`src/rtl/instr_encoder.sv`:
```
// Streaming RV32 instruction encoder: turns field-level requests into 32-bit words with addresses.
// Optional macro ENC_RANGE_CHECK_EN rejects out-of-range or misaligned immediates as NOP.
module instr_encoder #(
  parameter int          ADDR_W    = 8,
  parameter int unsigned BASE_ADDR = 0
) (
  input  logic              clk,
  input  logic              rst_n,
  input  logic              start_i,
  input  logic              in_valid_i,
  output logic              in_ready_o,
  input  logic              in_last_i,
  input  logic [6:0]        opcode_i,
  input  logic [4:0]        rd_i,
  input  logic [4:0]        rs1_i,
  input  logic [4:0]        rs2_i,
  input  logic [2:0]        funct3_i,
  input  logic [31:0]       imm_i,
  output logic              out_valid_o,
  input  logic              out_ready_i,
  output logic [31:0]       out_word_o,
  output logic [ADDR_W-1:0] out_addr_o,
  output logic              done_o,
  output logic [7:0]        err_cnt_o
);

  localparam logic [6:0]        OP_I_ALU = 7'b0010011;
  localparam logic [6:0]        OP_LOAD  = 7'b0000011;
  localparam logic [6:0]        OP_STORE = 7'b0100011;
  localparam logic [6:0]        OP_BRANCH = 7'b1100011;
  localparam logic [6:0]        OP_JAL   = 7'b1101111;
  localparam logic [31:0]       NOP_WORD = 32'h0000_0013;
  localparam logic [ADDR_W-1:0] ADDR_BASE = ADDR_W'(BASE_ADDR);
  localparam logic [ADDR_W-1:0] ADDR_ONE  = ADDR_W'(1);

  typedef enum logic [1:0] {IDLE = 2'd0, RUN = 2'd1, DRAIN = 2'd2, DONE = 2'd3} state_t;

  // Returns {error, word}; any rejected request encodes as NOP.
  function automatic logic [32:0] encode(input logic [6:0] op, input logic [4:0] rd,
                                         input logic [4:0] rs1, input logic [4:0] rs2,
                                         input logic [2:0] f3, input logic [31:0] imm);
    logic [31:0] w;
    logic        bad;
    w   = NOP_WORD;
    bad = 1'b0;
    case (op)
      OP_I_ALU, OP_LOAD: begin
        w = {imm[11:0], rs1, f3, rd, op};
`ifdef ENC_RANGE_CHECK_EN
        if ($signed(imm) < -32'sd2048 || $signed(imm) > 32'sd2047) bad = 1'b1;
`endif
      end
      OP_STORE: begin
        w = {imm[11:5], rs2, rs1, f3, imm[4:0], op};
`ifdef ENC_RANGE_CHECK_EN
        if ($signed(imm) < -32'sd2048 || $signed(imm) > 32'sd2047) bad = 1'b1;
`endif
      end
      OP_BRANCH: begin
        w = {imm[12], imm[10:5], rs2, rs1, f3, imm[4:1], imm[11], op};
`ifdef ENC_RANGE_CHECK_EN
        if ($signed(imm) < -32'sd4096 || $signed(imm) > 32'sd4094 || imm[0]) bad = 1'b1;
`endif
      end
      OP_JAL: begin
        w = {imm[20], imm[10:1], imm[11], imm[19:12], rd, op};
`ifdef ENC_RANGE_CHECK_EN
        if ($signed(imm) < -32'sd1048576 || $signed(imm) > 32'sd1048574 || imm[0]) bad = 1'b1;
`endif
      end
      default: bad = 1'b1;
    endcase
    if (bad) w = NOP_WORD;
    return {bad, w};
  endfunction

  state_t              state_q;
  logic                out_valid_q;
  logic [31:0]         out_word_q;
  logic [ADDR_W-1:0]   out_addr_q;
  logic                done_q;
  logic [7:0]          err_cnt_q;
  logic [32:0]         enc_d;
  logic                accept_s;
  logic                out_hs_s;

  assign enc_d      = encode(opcode_i, rd_i, rs1_i, rs2_i, funct3_i, imm_i);
  assign in_ready_o = (state_q == RUN) && (!out_valid_q || out_ready_i);
  assign accept_s   = in_valid_i && in_ready_o;
  assign out_hs_s   = out_valid_q && out_ready_i;

  assign out_valid_o = out_valid_q;
  assign out_word_o  = out_word_q;
  assign out_addr_o  = out_addr_q;
  assign done_o      = done_q;
  assign err_cnt_o   = err_cnt_q;

  // Sequence FSM with the output register, address counter and error counter.
  always_ff @(posedge clk or negedge rst_n) begin
    if (!rst_n) begin
      state_q     <= IDLE;
      out_valid_q <= 1'b0;
      out_word_q  <= 32'h0000_0000;
      out_addr_q  <= ADDR_BASE;
      done_q      <= 1'b0;
      err_cnt_q   <= 8'd0;
    end else begin
      case (state_q)
        IDLE: begin
          done_q <= 1'b0;
          if (start_i) begin
            state_q    <= RUN;
            out_addr_q <= ADDR_BASE;
            err_cnt_q  <= 8'd0;
          end
        end
        RUN: begin
          if (out_hs_s) out_addr_q <= out_addr_q + ADDR_ONE;
          // A new word overwrites the one leaving this cycle, so no bubble appears.
          if (accept_s) begin
            out_valid_q <= 1'b1;
            out_word_q  <= enc_d[31:0];
            if (enc_d[32] && err_cnt_q != 8'hFF) err_cnt_q <= err_cnt_q + 8'd1;
            if (in_last_i) state_q <= DRAIN;
          end else if (out_hs_s) begin
            out_valid_q <= 1'b0;
          end
        end
        DRAIN: begin
          if (out_hs_s) begin
            out_addr_q  <= out_addr_q + ADDR_ONE;
            out_valid_q <= 1'b0;
          end
          if (!out_valid_q || out_ready_i) begin
            state_q <= DONE;
            done_q  <= 1'b1;
          end
        end
        DONE: begin
          done_q  <= 1'b0;
          state_q <= IDLE;
        end
        default: begin
          state_q     <= IDLE;
          out_valid_q <= 1'b0;
          done_q      <= 1'b0;
        end
      endcase
    end
  end

endmodule

```
`config.mk`:
```
export PLATFORM = sky130hd
export DESIGN_NAME = instr_encoder
export DESIGN_NICKNAME = d
export VERILOG_FILES = /design/src/rtl/instr_encoder.sv
export SDC_FILE = /design/constraint.sdc
export NUM_CORES = 1
export LEC_CHECK = 0
export BUFFER_PORTS_ARGS = -buffer_cell sky130_fd_sc_hd__buf_4
export CORE_MARGIN = 2
export CORE_UTILIZATION = 27
export CTS_CLUSTER_SIZE = 14
export DETAILED_ROUTE_END_ITERATION = 7
export MAX_ROUTING_LAYER = met4
export PLACE_DENSITY_LB_ADDON = 0.12
export SLEW_MARGIN = 25
export SYNTH_ARGS = -nofsm -noshare
export SYNTH_HDL_FRONTEND = slang
export SYNTH_SLANG_ARGS = --single-unit
```
`constraint.sdc`:
```
create_clock -name clk -period 2.2 [get_ports clk]
set_clock_uncertainty 0.2 [all_clocks]
set_input_delay 0 -clock clk [delete_from_list [all_inputs] [get_ports clk]]
set_output_delay 0 -clock clk [all_outputs]
set_load 0.005 [all_outputs]
```
==> out/summary.txt, run 1 <==
STATUS
--------------------------------------------------------------------------------------------------------
Outcome                                                                                        completed

CTS
--------------------------------------------------------------------------------------------------------
Bufs on Longest Clock Path                                                                             2
Clock tree from TritonCTS                                                                            yes
TritonCTS Sinks                                                                                       52
Clock latency on the worst-skew pair                                                             0.31 ns
Post-CTS clock slew at the launch and capture registers of the worst setup and hold paths        0.09 ns
Clock buffers created by TritonCTS                                                                     5
Clk Tree Root Cell                                                                          sky130_fd_sc_hd__clkbuf_8
H-tree level count                                                                                     2

CELLS AND AREA
--------------------------------------------------------------------------------------------------------
Antenna fix cells                                                                                      0
Area occupied by multi-input gates                                                              1192 um2
Layout overhead on the synthesized area                                                           62.44%
Final net count                                                                                      494
Design Area, Final                                                                              4167 um2
FF+latch area                                                                                   1301 um2
Layout cells sized above 1                                                                        31.46%
Finished Layout Cells                                                                                555
Fill count                                                                                           926

DETAILED ROUTING
--------------------------------------------------------------------------------------------------------
Total Wirelength                                                                                 8009 um
Post-detailed-route wirelength per cell                                                         14.43 um
DR DRC count                                                                                           0
Pre-Repair DR Iteration Count                                                                          4
Drt via density                                                                                    4.663
DR vias                                                                                             2588
Routed Antenna Nets                                                                                    0
DRC violation total after the first TritonRoute iteration                                             85

WORST HOLD PATH
--------------------------------------------------------------------------------------------------------
Start point of the worst hold path                                                            in_valid_i
Worst-case hold path end point                                                              err_cnt_o[4]
Worst min path class                                                                           in -> reg
Worst Hold Path Cells                                                                                  5

STA
--------------------------------------------------------------------------------------------------------
Period utilization                                                                                94.53%
Final worst slack                                                                              0.1203 ns
Unrepaired setup endpoints after global routing                                                       no
Maximum achievable frequency                                                                  0.4808 GHz
Final Max Slew Viols                                                                                   0
Total of endpoints with negative setup slack in the final report                                       0
Hold violation count in the final report                                                               0
Final Hold Slack                                                                              0.03325 ns
Max-slew headroom                                                                                 54.94%
Worst-Margin Slew                                                                              0.6759 ns
Minimum clock period                                                                            2.080 ns
Total negative slack                                                                                0 ns

PLACE
--------------------------------------------------------------------------------------------------------
Pre-CTS worst setup slack                                                                      0.1238 ns
Routability-driven placement congestion ratio                                                     0.7471
Detailed placer's ending HPWL                                                                    5428 um
Count of input and output buffers                                                                    102
Area post-placement                                                                             3582 um2
Placed Cells                                                                                         498

WORST SETUP PATH
--------------------------------------------------------------------------------------------------------
Minimum setup slack among reg-to-reg paths                                                       0.12 ns
Type of element capturing the critical path                                                    flip-flop
Path depth of the worst reg2reg path                                                                   7
Startpoint of the worst-slack reg-to-reg timing path                                          state_q[0]
Crit start category                                                                            flip-flop
R2r endpoint                                                                                err_cnt_o[4]
Largest fanout of any net on the critical path                                                         6
Data arrival, critical path                                                                      2.12 ns
Required time worst endpoint                                                                     2.24 ns
Crit path kind                                                                                reg -> reg

FLOORPLAN
--------------------------------------------------------------------------------------------------------
Starting utilization of the core area                                                             27.76%
Die width                                                                                       101.5 um
Row count                                                                                             35
Total die area                                                                                 10300 um2
Die span in y                                                                                   101.5 um
Core Box Area                                                                                   9240 um2
I/O pin total                                                                                        114

SYNTH
--------------------------------------------------------------------------------------------------------
Post-synthesis instance area                                                                    2565 um2
Leading cell types by total area after synthesis                                            sky130_fd_sc_hd__dfrtp_1 (51%), sky130_fd_sc_hd__nor2_1 (7.0%), sky130_fd_sc_hd__a221oi_1 (6.1%)
Distinct cell type count of the synthesized netlist                                                   49
Top-area cell type share of the netlist area                                                      50.73%
Mean Syn Cell Area                                                                             9.753 um2
FF+latch count, synth                                                                                 52
Leading register cell type out of synthesis                                                 sky130_fd_sc_hd__dfrtp_1
Number of warnings issued by yosys                                                                     0
Post-synth top area cell                                                                    sky130_fd_sc_hd__dfrtp_1
Async SR Flop Fraction                                                                            100.0%
Post-synth EDFFs                                                                                       0
Syn Nets                                                                                             332
Sequential element share of the synthesized area                                                  50.73%
Gate Count Post-Synth                                                                                263

PWR
--------------------------------------------------------------------------------------------------------
Power density over the cells                                                                918.8 nW/um2
Leakage power summed over all cells                                                             1.962 nW
Peak supply drop                                                                               0.4631 mV

GLOBAL ROUTING
--------------------------------------------------------------------------------------------------------
GRT Util Overall                                                                                  15.93%
Via count of the first global-routing pass                                                          2609
Antenna violations before repair                                                                       0
Largest net degree at the start of global routing                                                     53
Total global routing overflow                                                                          0
Wire length of the first global-routing pass                                                    12650 um

FLOW RUN
--------------------------------------------------------------------------------------------------------
Max Cap Viol                                                                                           0

## cell usage after synthesis, types with 3 or more instances
cell type,n
sky130_fd_sc_hd__nand3_1,10
sky130_fd_sc_hd__inv_1,7
sky130_fd_sc_hd__nor2_1,48
sky130_fd_sc_hd__mux2i_1,3
sky130_fd_sc_hd__o21ai_0,9
sky130_fd_sc_hd__nor3_1,6
sky130_fd_sc_hd__a21oi_1,5
sky130_fd_sc_hd__nand2_1,23
sky130_fd_sc_hd__and3_1,3
sky130_fd_sc_hd__o211ai_1,4
sky130_fd_sc_hd__clkbuf_1,10
sky130_fd_sc_hd__a221oi_1,18
sky130_fd_sc_hd__nand2b_1,6
sky130_fd_sc_hd__a22o_1,7
sky130_fd_sc_hd__xor2_1,5
sky130_fd_sc_hd__ha_1,6
sky130_fd_sc_hd__nand4_1,6
sky130_fd_sc_hd__dfrtp_1,52
## cell usage in the layout (no fill, tap or decap), types with 6 or more instances in the layout
| master | Yosys | layout |
|---|---|---|
| sky130_fd_sc_hd__inv_1 | 7 | 7 |
| sky130_fd_sc_hd__a221oi_1 | 18 | 18 |
| sky130_fd_sc_hd__nand2b_1 | 6 | 6 |
| sky130_fd_sc_hd__dlygate4sd3_1 | 0 | 49 |
| sky130_fd_sc_hd__nand2_1 | 23 | 23 |
| sky130_fd_sc_hd__nand4_1 | 6 | 6 |
| sky130_fd_sc_hd__nor2_1 | 48 | 48 |
| sky130_fd_sc_hd__nand3_1 | 10 | 10 |
| sky130_fd_sc_hd__ha_1 | 6 | 6 |
| sky130_fd_sc_hd__buf_4 | 0 | 118 |
| sky130_fd_sc_hd__dfrtp_1 | 52 | 52 |
| sky130_fd_sc_hd__o21ai_0 | 9 | 9 |
| sky130_fd_sc_hd__a22o_1 | 7 | 7 |
## critical path, cell delays in order (launching register included)
cell	delay, ns
sky130_fd_sc_hd__dfrtp_1	0.38
sky130_fd_sc_hd__inv_1	0.08
sky130_fd_sc_hd__ha_1	0.26
sky130_fd_sc_hd__nand2b_1	0.11
sky130_fd_sc_hd__o21ai_0	0.17
sky130_fd_sc_hd__a21o_1	0.21
sky130_fd_sc_hd__or4_1	0.50
sky130_fd_sc_hd__nand3_1	0.09
## flip-flops by register name (all words and copies together) (netlist names)
| name | flops |
|---|---|
| done_o | 1 |
| err_cnt_o | 8 |
| out_addr_o | 8 |
| out_valid_o | 1 |
| out_word_o | 32 |
| state_q | 2 |
## logic make-up after synthesis
family | Yosys count | synth area share [%]
xor gates and xnor gates | 6 | 2.049
DFF | 52 | 50.73
AOI/OAI and AO/OA | 56 | 16.83
adders and majority gates | 6 | 2.927
and+or+nand+nor | 118 | 22.44
buffers and inverters | 20 | 2.976
muxes | 5 | 2.049
## power breakdown
part | internal (W) | switching (W)
clock network | 0.000227 | 0.000331
logic | 0.000944 | 0.000889
registers | 0.00124 | 0.000195
total | 0.00241 | 0.00141
## how the worst max path moves through the flow
stage,startpoint,end,slack [ns],cells after the start
4_1_cts,imm_i[11],out_word_o[31],0.03,7
3_3_place_gp,state_q[0],out_addr_o[7],0.16,7
2_1_floorplan,state_q[1],state_q[0],0.18,7
5_1_grt,state_q[0],err_cnt_o[4],0.01,7
6_report,state_q[0],err_cnt_o[4],0.12,7
3_5_place_dp,state_q[0],err_cnt_o[4],0.12,7
## per-stage QoR
stage,utilization (%),power [W]
after floorplan,-,0.002312
after global placement,38.77,0.003220
after detailed placement,38.77,0.003248
after CTS,45.15,0.003882
after global routing,45.09,0.004137
final,45.09,0.003828
## routing by layer
metal	GRT usage (%)	share of wire (%)
met5	-	0
met3	3.175	4.2
met1	20.72	47
met4	3.430	0.69
met2	25.78	48
## final cells by class
type	count	share of cell area [%]
Sequential cell	52	31.23
Timing Repair Buffer	168	33.51
Inverter	7	0.6306
Clock buffer	6	1.742
Tap cell	129	3.874
Multi-Input combinational cell	191	28.62
Clock inverter	2	0.3904
## what timing repair did
action / CTS / global route
endpoints found under the hold margin: 93 / 0
hold buffers: 50 / 0
setup endpoints to repair: 0 / 4
setup buffers: 0 / 0
resized for setup: 0 / 2
No activity file was read; power rests on OpenSTA's default activity.
==> run 2: changes to the inputs <==
--- a/config.mk
+++ b/config.mk
@@ -5,11 +5,11 @@
 export SDC_FILE = /design/constraint.sdc
 export NUM_CORES = 1
 export LEC_CHECK = 0
-export BUFFER_PORTS_ARGS = -buffer_cell sky130_fd_sc_hd__buf_4
 export CORE_MARGIN = 2
-export CORE_UTILIZATION = 27
+export CORE_UTILIZATION = 45
 export CTS_CLUSTER_SIZE = 14
 export DETAILED_ROUTE_END_ITERATION = 7
+export DONT_BUFFER_PORTS = 1
 export MAX_ROUTING_LAYER = met4
 export PLACE_DENSITY_LB_ADDON = 0.12
 export SLEW_MARGIN = 25
==> run 2 against run 1 <==
Compared with the run above: the run now ends with hold timing left; via count shrank 8.5%; routed wire length decreased by 9.3%; count of clock-buffer cells in the layout is 1 lower; highest routed layer unchanged; non-clock buffer count fell by 93; die area shrank 39%.
==> out/summary.txt, run 2 (synthesized netlist as in run 1, its figures left out) <==
STATUS
--------------------------------------------------------------------------------------------------------
Outcome                                                                                     complete, but fails checks
Failing checks                                                                               hold timing

STA
--------------------------------------------------------------------------------------------------------
Minimum clock period                                                                            2.134 ns   +0.05388 ns
Max-slew headroom                                                                                 65.96%   +11 points
Hold violation count in the final report                                                               2   +2
Maximum achievable frequency                                                                  0.4687 GHz   -2.5%
Final Hold Slack                                                                            -0.003490 ns   -0.03674 ns
Final worst slack                                                                             0.06642 ns   -0.05388 ns
Period utilization                                                                                96.98%   +2.4 points
Worst-Margin Slew                                                                              0.5106 ns   -0.1653 ns
Final Max Slew Viols                                                                                   0   unchanged
Total of endpoints with negative setup slack in the final report                                       0   unchanged

PLACE
--------------------------------------------------------------------------------------------------------
Count of input and output buffers                                                                      0   -100%
Detailed placer's ending HPWL                                                                    4440 um   -18%
Pre-CTS worst setup slack                                                                     0.04280 ns   -0.08100 ns
Routability-driven placement congestion ratio                                                     0.8099   +8.4%
Area post-placement                                                                             2748 um2   -23%
Placed Cells                                                                                         341   -32%

FLOORPLAN
--------------------------------------------------------------------------------------------------------
Die span in y                                                                                   79.50 um   -22%
Total die area                                                                                  6319 um2   -39%
Core Box Area                                                                                   5507 um2   -40%
Row count                                                                                             27   -23%
Die width                                                                                       79.50 um   -22%
I/O pin total                                                                                        114   unchanged
Starting utilization of the core area                                                             46.58%   +19 points

CTS
--------------------------------------------------------------------------------------------------------
Post-CTS clock slew at the launch and capture registers of the worst setup and hold paths        0.10 ns   about the same
Clk Tree Root Cell                                                                          sky130_fd_sc_hd__clkbuf_8
Clock tree from TritonCTS                                                                            yes
Bufs on Longest Clock Path                                                                             2   unchanged
H-tree level count                                                                                     2   unchanged
TritonCTS Sinks                                                                                       52   unchanged
Clock buffers created by TritonCTS                                                                     5   unchanged
Clock latency on the worst-skew pair                                                             0.30 ns   about the same

WORST HOLD PATH
--------------------------------------------------------------------------------------------------------
Worst min path class                                                                         in -> async

GLOBAL ROUTING
--------------------------------------------------------------------------------------------------------
Via count of the first global-routing pass                                                          2244   -14%
Total global routing overflow                                                                          0   unchanged
Wire length of the first global-routing pass                                                    11410 um   -9.8%
Largest net degree at the start of global routing                                                     53   unchanged
Antenna violations before repair                                                                       0   unchanged
GRT Util Overall                                                                                  24.08%   +8.2 points

CELLS AND AREA
--------------------------------------------------------------------------------------------------------
Number of flip-flops in the largest register                                                          32   unchanged
Finished Layout Cells                                                                                405   -27%
Layout overhead on the synthesized area                                                           36.05%
Commonest non-fill, non-tap cell in the layout                                              sky130_fd_sc_hd__dlygate4sd3_1
Layout cells sized above 1                                                                        12.61%   -19 points
Antenna fix cells                                                                                      0   unchanged
Final net count                                                                                      401   -19%
Design Area, Final                                                                              3490 um2   -16%
Commonest cells after routing, fill and taps aside                                          sky130_fd_sc_hd__dlygate4sd3_1 (54), sky130_fd_sc_hd__dfrtp_1 (52), sky130_fd_sc_hd__nor2_1 (47), sky130_fd_sc_hd__nand2_1 (23), sky130_fd_sc_hd__buf_4 (19)

DETAILED ROUTING
--------------------------------------------------------------------------------------------------------
Post-detailed-route wirelength per cell                                                         17.94 um   +24%
DR DRC count                                                                                           0   unchanged
Drt via density                                                                                    5.847   +25%
Pre-Repair DR Iteration Count                                                                          5   +1
Detailed route wirelength on metal3                                                               569 um   +70%
DR vias                                                                                             2368   -8.5%
Met2 routed WL                                                                                   3635 um   -6.3%
Routed Antenna Nets                                                                                    0   unchanged
M1 WL                                                                                            2951 um   -21%
DRC violation total after the first TritonRoute iteration                                            112   +32%
Total Wirelength                                                                                 7266 um   -9.3%
Uppermost metal layer occupied by signal nets                                                       met4

WORST SETUP PATH
--------------------------------------------------------------------------------------------------------
Data arrival, critical path                                                                      2.18 ns   +0.06 ns
Crit start category                                                                           input port
Cells along the critical path                                                               dlygate4sd3_1 -> nand2_1 -> dlygate4sd3_1 -> or3_1 -> o21ai_0 -> dlygate4sd3_1
Minimum setup slack among reg-to-reg paths                                                       0.16 ns   +0.04 ns
Cell type group with the largest total delay on the critical path                           buffers and inverters
Crit path kind                                                                                 in -> reg
Biggest cell delay along the critical path                                                       0.56 ns   +0.06 ns
Buffer and inverter count on the worst path                                                            3   +2
Required time worst endpoint                                                                     2.25 ns   about the same
Type of element capturing the critical path                                                    flip-flop
Largest fanout of any net on the critical path                                                         2   -4
Critical-path top delay cell                                                                sky130_fd_sc_hd__dlygate4sd3_1
Critical path's most frequent cell                                                          sky130_fd_sc_hd__dlygate4sd3_1

PWR
--------------------------------------------------------------------------------------------------------
Peak supply drop                                                                               0.5044 mV   +8.9%
Power density over the cells                                                                 1053 nW/um2   +15%
Leakage power summed over all cells                                                             1.525 nW   -22%

FLOW RUN
--------------------------------------------------------------------------------------------------------
Max Cap Viol                                                                                           0   unchanged

## run 2: cell count changes in the layout (fill, tap and decap cells not counted), sizes merged
cell | previous run | this run
buf | 119 | 21
bufinv | 0 | 2
clkbuf | 6 | 5
clkinv | 1 | 0
clkinvlp | 1 | 0
dlygate4sd3 | 49 | 54
inv | 7 | 8
## run 2: layout make-up
cell class              instances  area, um2
multi-input cells             191       1212
clock inverters                 3      68.82
flip-flops and latches         52       1301
clock buffers                   5      68.82
fillers                       456       2017
well taps                      72      90.09
repair buffers                 75      721.9
inverters                       7      26.28
## run 2: where the power goes
group	total (W)	switching (W)	leakage (nW)	internal [W]
Sequential	0.00151	0.000264	0.663	0.00124
Combinational	0.00138	0.000755	0.794	0.000622
Clock	0.000790	0.000332	0.0687	0.000458
Total	0.00368	0.00135	1.53	0.00232
## run 2: timing repair
| item | in CTS | in global routing |
|---|---|---|
| hold buffers | 55 | 0 |
| endpoints found under the setup margin | 0 | 22 |
| setup buffers | 0 | 1 |
| hold endpoints to repair | 103 | 0 |
| resized for setup | 0 | 11 |
## run 2: worst paths after layout
kind / from / endpoint / cells after the start
max in group asynchronous: rst_n / err_cnt_o[1] / 2
min in group clk: opcode_i[0] / out_word_o[5] / 5
worst max register to register: err_cnt_o[6] / err_cnt_o[4] / 5
worst min-delay path: rst_n / err_cnt_o[0] / 2
worst max-delay path: opcode_i[1] / out_word_o[3] / 6
worst min register to register: out_word_o[5] / out_word_o[5] / 2
## run 2: metal layers
layer,track usage [%],up-vias
met5,-,-
met1,30.53,1147
li1,-,1095
met3,6.674,10
met2,37.90,116
met4,7.069,0
## run 2: through the flow
step / total power, W / util [%] / setup TNS [ns]
3_3_place_gp: 0.002701 / 49.90 / 0
3_5_place_dp: 0.002727 / 49.90 / 0
4_1_cts: 0.003629 / 62.71 / 0
6_report: 0.003675 / 63.37 / 0
2_1_floorplan: 0.002312 / - / 0
5_1_grt: 0.003951 / 63.37 / -0.01703
## run 2: worst reg2reg max path, cell delays in order (launching register included)
cell	delay, ns
sky130_fd_sc_hd__dfrtp_1	0.44
sky130_fd_sc_hd__nand4_1	0.18
sky130_fd_sc_hd__nor2_1	0.06
sky130_fd_sc_hd__or4_4	0.52
sky130_fd_sc_hd__or4_1	0.49
sky130_fd_sc_hd__nand3_1	0.09
==> run 3: changes to the inputs <==
==> constraint.sdc (replaced) <==
create_clock -name clk -period 2.2 [get_ports clk]
set_clock_uncertainty 0.2 [all_clocks]
set_input_delay 0.22 -clock clk [delete_from_list [all_inputs] [get_ports clk]]
set_output_delay 0.22 -clock clk [all_outputs]
set_load 0.005 [all_outputs]
==> run 3 against run 2 <==
Compared with the run above: the flow now finishes without violations; sequential cell count stayed put; register-to-register slack hardly changed; critical path depth is 1 lower; combinational power hardly changed; final area is 4.6% lower; non-clock buffer count is 10 lower; die area stayed put; largest power group unchanged; count of clock-buffer cells in the layout stayed put; sequential share of layout area is 1.8 points higher; first-iteration DRC count is 9.8% higher; total power is 4.8% lower.
==> out/summary.txt, run 3 (synthesized netlist as in run 1, its figures left out) <==
CTS
--------------------------------------------------------------------------------------------------------
Clock latency on the worst-skew pair                                                             0.30 ns   about the same
TritonCTS Sinks                                                                                       52   unchanged
Clock tree from TritonCTS                                                                            yes
Clk Tree Root Cell                                                                          sky130_fd_sc_hd__clkbuf_8
H-tree level count                                                                                     2   unchanged
Clock buffers created by TritonCTS                                                                     5   unchanged
Post-CTS clock slew at the launch and capture registers of the worst setup and hold paths        0.09 ns   about the same
Bufs on Longest Clock Path                                                                             2   unchanged

PLACE
--------------------------------------------------------------------------------------------------------
Pre-CTS worst setup slack                                                                      0.1162 ns   +0.07345 ns
Area post-placement                                                                             2763 um2   +0.55%
Count of input and output buffers                                                                      0   unchanged
Detailed placer's ending HPWL                                                                    4553 um   +2.5%
Routability-driven placement congestion ratio                                                     0.8295   +2.4%

PWR
--------------------------------------------------------------------------------------------------------
Power density over the cells                                                                 1050 nW/um2   -0.30%
Sw frac                                                                                           37.38%   +0.64 points
Peak supply drop                                                                               0.4755 mV   -5.7%
Proportion of power drawn by the clock network                                                     18.0%   -3.5 points
Leakage power summed over all cells                                                             1.467 nW   -3.8%
Part of the power in combinational logic                                                           38.8%   +1.3 points
Sequential share of power                                                                          43.2%   +2.2 points
Net switching power                                                                           0.001308 W   -3.2%
Power Internal                                                                                0.002190 W   -5.8%

WORST SETUP PATH
--------------------------------------------------------------------------------------------------------
Critical-path top delay cell                                                                sky130_fd_sc_hd__or4_4
Path depth of the worst reg2reg path                                                                   5   unchanged
Crit start category                                                                            flip-flop
Cells along the critical path                                                               nand4_1 -> nor2_1 -> or4_4 -> or4_1 -> nand3_1
Crit path kind                                                                                reg -> reg
Required time worst endpoint                                                                     2.24 ns   about the same
Largest fanout of any net on the critical path                                                         5   +3
Biggest cell delay along the critical path                                                       0.52 ns   -0.04 ns
Data arrival, critical path                                                                      2.07 ns   -0.11 ns
Minimum setup slack among reg-to-reg paths                                                       0.17 ns   about the same
R2r endpoint                                                                                err_cnt_o[4]
Type of element capturing the critical path                                                    flip-flop
Startpoint of the worst-slack reg-to-reg timing path                                        err_cnt_o[6]

WORST HOLD PATH
--------------------------------------------------------------------------------------------------------
Worst-case hold path end point                                                                state_q[1]
Worst min path class                                                                           in -> reg
Worst Hold Path Cells                                                                                  3
Start point of the worst hold path                                                             in_last_i

FLOORPLAN
--------------------------------------------------------------------------------------------------------
Core Box Area                                                                                   5507 um2   unchanged
Die span in y                                                                                   79.50 um   unchanged
I/O pin total                                                                                        114   unchanged
Starting utilization of the core area                                                             46.58%   unchanged
Die width                                                                                       79.50 um   unchanged
Row count                                                                                             27   unchanged
Total die area                                                                                  6319 um2   unchanged

GLOBAL ROUTING
--------------------------------------------------------------------------------------------------------
Largest net degree at the start of global routing                                                     53   unchanged
Antenna violations before repair                                                                       0   unchanged
Wire length of the first global-routing pass                                                    11140 um   -2.4%
Total global routing overflow                                                                          0   unchanged
GRT Util Overall                                                                                  23.65%   -0.43 points
Via count of the first global-routing pass                                                          2261   +0.76%

STA
--------------------------------------------------------------------------------------------------------
Total of endpoints with negative setup slack in the final report                                       0   unchanged
Maximum achievable frequency                                                                  0.4933 GHz   +5.2%
Final Max Slew Viols                                                                                   0   unchanged
Final Hold Slack                                                                             0.006053 ns   +0.009543 ns
Unrepaired setup endpoints after global routing                                                      yes
Hold violation count in the final report                                                               0   -2
Worst-Margin Slew                                                                              0.4204 ns   -0.09019 ns
Max-slew headroom                                                                                 71.94%   +6.0 points
Final worst slack                                                                              0.1728 ns   +0.1064 ns
Period utilization                                                                                92.15%   -4.8 points
Minimum clock period                                                                            2.027 ns   -0.1064 ns

DETAILED ROUTING
--------------------------------------------------------------------------------------------------------
Pre-Repair DR Iteration Count                                                                          4   -1
Total Wirelength                                                                                 7083 um   -2.5%
DR DRC count                                                                                           0   unchanged
Drt via density                                                                                    5.865   +0.31%
DR vias                                                                                             2305   -2.7%
Post-detailed-route wirelength per cell                                                         18.02 um   +0.46%
DRC violation total after the first TritonRoute iteration                                            123   +9.8%
Routed Antenna Nets                                                                                    0   unchanged

CELLS AND AREA
--------------------------------------------------------------------------------------------------------
Commonest non-fill, non-tap cell in the layout                                              sky130_fd_sc_hd__dfrtp_1
Antenna fix cells                                                                                      0   unchanged
Design Area, Final                                                                              3331 um2   -4.6%
Commonest cells after routing, fill and taps aside                                          sky130_fd_sc_hd__dfrtp_1 (52), sky130_fd_sc_hd__nor2_1 (47), sky130_fd_sc_hd__dlygate4sd3_1 (43), sky130_fd_sc_hd__nand2_1 (23), sky130_fd_sc_hd__buf_4 (21)
Layout cells sized above 1                                                                        11.84%   -0.77 points
Final net count                                                                                      391   -2.5%
Layout overhead on the synthesized area                                                           29.85%
Number of flip-flops in the largest register                                                          32   unchanged

STATUS
--------------------------------------------------------------------------------------------------------
Outcome                                                                                        completed

FLOW RUN
--------------------------------------------------------------------------------------------------------
Max Cap Viol                                                                                           0   unchanged

==> run 3: cell type report <==
| class | instances | area, um2 |
|---|---|---|
| clock buffer | 5 | 68.82 |
| clock inverter | 1 | 30.03 |
| inverter | 7 | 26.28 |
| timing repair buffer | 65 | 615.6 |
| multi-input combinational | 191 | 1199 |
| fill | 485 | 2176 |
| sequential | 52 | 1301 |
| tap | 72 | 90.09 |
==> run 3: per-stage QoR <==
stage	util, %	setup TNS (ns)	instances	power [W]
4_1_cts	60.28	0	393	0.003500
3_3_place_gp	50.17	0	343	0.002739
3_5_place_dp	50.17	0	343	0.002783
5_1_grt	60.49	-0.002249	393	0.003774
6_report	60.49	0	393	0.003497
2_1_floorplan	-	0	263	0.002312
==> run 3: metal layers <==
layer	vias to the layer above	part of all wire (%)	track usage, %
met3	12	7.7	5.656
li1	1071	-	-
met2	106	51	39.83
met1	1116	40	28.10
met4	0	2.0	7.414
met5	-	0	-
==> run 3: worst max-delay path by stage <==
| stage | from | endpoint | slack [ns] |
|---|---|---|---|
| final | err_cnt_o[6] | err_cnt_o[4] | 0.17 |
| after detailed placement | state_q[1] | out_addr_o[5] | 0.12 |
| after global placement | state_q[0] | out_addr_o[7] | 0.18 |
| after global routing | state_q[1] | out_addr_o[5] | -0.002 |
| after CTS | state_q[1] | out_addr_o[5] | 0.09 |
| after floorplan | state_q[1] | state_q[0] | 0.18 |
==> run 3: power groups by stage <==
stage / clock network (W) / registers (W) / logic [W]
CTS: 0.000647 / 0.00151 / 0.00135
detailed placement: 0 / 0.00152 / 0.00126
global route: 0.000682 / 0.00155 / 0.00155
floorplan: 0 / 0.00147 / 0.000843
finish: 0.000630 / 0.00151 / 0.00136
global placement: 0 / 0.00152 / 0.00122
==> run 3: worst max-delay path: cells and delay by family (launching register included) <==
kind             cells  cell delay [ns]
DFF                  1             0.44
and+or+nand+nor      5             1.33
==> run 3: what timing repair did <==
action | 4_1_cts | 5_1_grt
endpoints found under the hold margin | 80 | 0
setup endpoints to repair | 0 | 9
gates resized for setup | 0 | 5
hold buffers | 44 | 0
setup buffers | 0 | 0
